### src/rtl/iob_axistream_in.sv
// rtl/iob_axistream_in.sv - AXI4-Stream byte receiver packing into a CPU-polled word FIFO
module iob_axistream_in #(
    parameter int DATA_W          = 32,
    parameter int ADDR_W          = 2,
    parameter int FIFO_DEPTH_LOG2 = 4
) (
    input  logic              clk,
    input  logic              rst,
    input  logic              valid,
    input  logic [ADDR_W-1:0] address,
    input  logic [DATA_W-1:0] wdata,
    input  logic [3:0]        wstrb,
    output logic [DATA_W-1:0] rdata,
    output logic              ready,
    input  logic [7:0]        tdata,
    input  logic              tvalid,
    output logic              tready,
    input  logic              tlast
);
    localparam int DEPTH = 2 ** FIFO_DEPTH_LOG2;
    localparam int LVL_W = FIFO_DEPTH_LOG2 + 1;
    localparam logic [LVL_W-1:0] LVL_FULL = LVL_W'(DEPTH);

    logic [34:0]                mem_q [DEPTH];
    logic [FIFO_DEPTH_LOG2-1:0] wr_ptr_q, wr_ptr_d;
    logic [FIFO_DEPTH_LOG2-1:0] rd_ptr_q, rd_ptr_d;
    logic [LVL_W-1:0]           level_q, level_d;
    logic [1:0]                 byte_cnt_q, byte_cnt_d;
    logic [31:0]                word_q, word_d;
    logic                       overrun_q, overrun_d;
    logic                       tready_q, tready_d;
    logic [DATA_W-1:0]          rdata_q, rdata_d;
    logic                       ready_q;

    logic        full, empty, rd_req, wr_req, ctrl_wr, flush, clr_ov;
    logic        pop, accept, push;
    logic [31:0] word_ins;
    logic [34:0] head, entry;
    logic        unused_wdata;

    assign unused_wdata = ^wdata[DATA_W-1:2];

    always_comb begin
        full     = (level_q == LVL_FULL);
        empty    = (level_q == '0);
        head     = mem_q[rd_ptr_q];
        rd_req   = valid & ~(|wstrb);
        wr_req   = valid & (|wstrb);
        ctrl_wr  = wr_req & (address == ADDR_W'(3));
        flush    = ctrl_wr & wdata[0];
        clr_ov   = ctrl_wr & wdata[1];
        pop      = rd_req & (address == ADDR_W'(0)) & ~empty;
        accept   = tvalid & tready_q;
        word_ins = word_q | ({24'b0, tdata} << {byte_cnt_q, 3'b000});
        push     = accept & ((byte_cnt_q == 2'd3) | tlast);
        entry    = {tlast, byte_cnt_q, word_ins};

        byte_cnt_d = byte_cnt_q;
        word_d     = word_q;
        if (flush || push) begin
            byte_cnt_d = 2'd0;
            word_d     = 32'd0;
        end else if (accept) begin
            byte_cnt_d = byte_cnt_q + 2'd1;
            word_d     = word_ins;
        end

        // flush dominates any push or pop landing in the same cycle
        if (flush) begin
            level_d  = '0;
            wr_ptr_d = '0;
            rd_ptr_d = '0;
        end else begin
            level_d  = level_q + LVL_W'(push) - LVL_W'(pop);
            wr_ptr_d = wr_ptr_q + FIFO_DEPTH_LOG2'(push);
            rd_ptr_d = rd_ptr_q + FIFO_DEPTH_LOG2'(pop);
        end

        tready_d  = (level_d != LVL_FULL);
        overrun_d = (overrun_q & ~clr_ov) | (tvalid & ~tready_q & tlast);

        rdata_d = '0;
        if (rd_req) begin
            if (address == ADDR_W'(0)) begin
                rdata_d = empty ? '0 : DATA_W'(head[31:0]);
            end else if (address == ADDR_W'(1)) begin
                rdata_d = DATA_W'({full, empty,
                                   empty ? 1'b0 : head[34],
                                   empty ? 2'b00 : head[33:32],
                                   overrun_q});
            end else if (address == ADDR_W'(2)) begin
                rdata_d = DATA_W'(level_q);
            end
        end
    end

    always_ff @(posedge clk) begin
        if (rst) begin
            wr_ptr_q   <= '0;
            rd_ptr_q   <= '0;
            level_q    <= '0;
            byte_cnt_q <= 2'd0;
            word_q     <= 32'd0;
            overrun_q  <= 1'b0;
            tready_q   <= 1'b0;
            rdata_q    <= '0;
            ready_q    <= 1'b0;
        end else begin
            wr_ptr_q   <= wr_ptr_d;
            rd_ptr_q   <= rd_ptr_d;
            level_q    <= level_d;
            byte_cnt_q <= byte_cnt_d;
            word_q     <= word_d;
            overrun_q  <= overrun_d;
            tready_q   <= tready_d;
            rdata_q    <= rdata_d;
            ready_q    <= valid;
        end
    end

    always_ff @(posedge clk) begin
        if (!rst && push && !flush) begin
            mem_q[wr_ptr_q] <= entry;
        end
    end

    assign rdata  = rdata_q;
    assign ready  = ready_q;
    assign tready = tready_q;
endmodule

### config.mk
export PLATFORM = sky130hd
export DESIGN_NAME = iob_axistream_in
export DESIGN_NICKNAME = d
export VERILOG_FILES = /design/src/rtl/iob_axistream_in.sv
export SDC_FILE = /design/constraint.sdc
export NUM_CORES = 1
export LEC_CHECK = 0
export BUFFER_PORTS_ARGS = -buffer_cell sky130_fd_sc_hd__buf_2
export CORE_ASPECT_RATIO = 0.9
export CORE_UTILIZATION = 50
export CTS_CLUSTER_DIAMETER = 120
export DETAILED_ROUTE_END_ITERATION = 8
export GPL_TIMING_DRIVEN = 0
export PLACE_DENSITY = 0.65
export SYNTH_ARGS = -nofsm -noshare
export SYNTH_HDL_FRONTEND = slang
export SYNTH_SLANG_ARGS = --single-unit
### constraint.sdc
create_clock -name clk -period 10.45 [get_ports clk]
set_clock_uncertainty 0.05 [all_clocks]
set_input_delay 2.6125 -clock clk [delete_from_list [all_inputs] [get_ports clk]]
set_output_delay 2.6125 -clock clk [all_outputs]
set_load 0.02 [all_outputs]
==> out/metrics.cfg <==
[run_status]
status = completed

[timing]
tns_ps = 0
rsz0062_at_grt = false
tightest_slew_ps = 1150
relSlewSlack_pct = 22.1
layout_min_cycle_time_ps = 5370
hold_viol_final = 0
hold_slack_ps = 416
fin_crit_sh_pct = 51.3
setup_viol = 0
fmax_mhz = 186
drv_slew = 0

[synthesis]
synthTopCellsByArea = edfxtp_1, mux4_2, dfxtp_1, mux2i_1, a211oi_1
synth_seq_cells = 642
synth_top_cell_by_area = edfxtp_1
ys_types = 46
postSynthAreaPerCell_um2 = 19.8
synth_top_cell_area_share_pct = 69.0
syn_area_um2 = 24400
ys.warnings.count = 0
synth_edf_count = 560
ys_seq_area_share_pct = 75.7
ys.flop_type = edfxtp_1
syn_nets = 1293
synthCells = 1232
synthArstFlopShare_pct = 0

[placed_design]
portBuffers = 45
place_congestion = 0.809
dp_hpwl_um = 36500

[global_route]
grt_max_degree = 24
antenna_found_initial = 2
overflow = 0
grt_usage_pct = 23.8
grt_pass1_wl_um = 84000
grt_pass1_vias = 12800

[power]
peakVddDrop_mv = 0.140
power.density_nw_per_um2 = 193
p_leak_nw = 9.29

[clocking]
clkSlewWorstSetupHoldPaths_ps = 60
postCtsSetupBuffers = 0
cts_buffer_depth = 3
cts_max_level = 3
cts_buffers = 67
clockRootBuffer = clkbuf_16
clk_latency_ps = 600
cts.sinks = 642
holdBufCountCts = 0
post_cts_resize_count = 0
cts_tree = done

[drt]
wl_per_cell_um = 27.9
drt_iter0_drc = 1282
ant_nets = 0
vias = 12500
firstDrtPassIters = 5
viasPerCell = 6.11
drc = 0
wl_um = 57200

[setup_path]
critPathRequiredTime_ps = 10700
reg2reg_from = byte_cnt_q[0]
path_cells = buf_2 > nor4_2 > nor2_1 > a21oi_1 > nand4b_1 > nor3_2 > buf_8 > buf_6
crit_fanout = 8
critical_path.max_stage_delay_ps = 810
critPathSlowestCell = nor3_2
path_class = in -> reg
endpoint_kind = register
critPathLaunchType = input port
worstSetupStartpoint = wstrb[1]
crit_arrival_ps = 5620

[floorplanning]
fp.dieH_um = 211
die-area_um2 = 49600
core_um2 = 48000
die_x_um = 235
io_pins = 85
num_rows = 76
initial_core_util_pct = 50.8

[min_path]
hp-start = word_q[28]
min_path_type = reg -> reg

[final_layout]
final_core_util_pct = 58.6
layout_commonest_cell = edfxtp_1
nFillCells = 3474
fin_nets = 1438
area.growth.synth_to_final_pct = 15.5
layout_common_cells = edfxtp_1, mux4_2, dfxtp_1
drive_gt1_share_pct = 25.2

[flow_run]
cap_violations = 0

[critical path: cells and delay by family]
kind            cells  cell delay (ps)
compound gates      1              590
simple gates        4             1880
buf+inv             3              520
[cell type report]
class                   count  area [µm²]  share of cell area (%)
clock buffers              89        1850                    6.58
multi-input cells         503        5630                    20.0
clock inverters            29         310                    1.10
repair buffers             76         711                    2.52
inverters                  14        52.6                   0.187
flip-flops and latches    642       18500                    65.6
diodes                      1        2.50                 0.00889
well taps                 624         781                    2.77
plain buffers              73         358                    1.27
[Yosys cell counts (9+ instances only)]
| cell | n |
|---|---|
| a21oi_1 | 44 |
| a21o_1 | 33 |
| dfxtp_1 | 82 |
| nand2_1 | 16 |
| edfxtp_1 | 560 |
| a211oi_1 | 41 |
| inv_1 | 13 |
| mux2i_1 | 39 |
| buf_1 | 15 |
| mux4_2 | 138 |
| clkbuf_1 | 27 |
| buf_2 | 19 |
| ha_1 | 9 |
| nor2_1 | 65 |
| nor2b_1 | 31 |
[cells by family (layout without fill, tap and decap cells)]
family	Yosys count	in the layout	synth area share, %
flip-flops	642	642	75.7
multiplexers	177	177	14.4
AND/OR/NAND/NOR	155	155	3.15
AO/OA/AOI/OAI	150	150	4.17
buffers and inverters	87	281	1.68
XOR/XNOR	11	11	0.395
adder cells (fa/ha/maj)	10	10	0.544
other	0	1	0
[worst paths after layout]
path             endpoint  slack, ps  depth (start not counted)
max          mem_q[1][16]       5080                          8
min            word_q[28]        420                          2
max reg2reg  mem_q[1][16]       6660                          9
min reg2reg    word_q[28]        420                          2
[flip-flops by register name, indices dropped and copies added (netlist names)]
signal,flops
byte_cnt_q,2
rdata,32
rd_ptr_q,4
word_q,32
overrun_q,1
mem_q,560
level_q,5
wr_ptr_q,4
ready,1
tready,1
[per-stage QoR]
| step | power, mW | std cells | worst slack (ps) | area [µm²] |
|---|---|---|---|---|
| after floorplan | 3.04 | 1232 | 3880 | 24400 |
| after global placement | 3.11 | 1901 | 5.22 | 25400 |
| after detailed placement | 3.12 | 1932 | 4540 | 26000 |
| after CTS | 5.46 | 2050 | 5170 | 28100 |
| after global routing | 5.58 | 2050 | 4960 | 28100 |
| final | 5.43 | 2051 | 5080 | 28100 |
[metal layers]
metal / vias to the layer above / GRT usage, % / part of all wire [%]
li1: 5300 / - / -
met1: 6660 / 33.4 / 43
met2: 456 / 37.7 / 48
met3: 121 / 4.89 / 6.5
met4: 2 / 7.60 / 2.7
met5: - / 0 / 0.024
[power breakdown]
| group | switching (mW) | internal [mW] |
|---|---|---|
| clock | 0.966 | 1.40 |
| combinational | 0.139 | 0.0554 |
| sequential | 0.0223 | 2.85 |
Power figures use the tool's default switching activity.
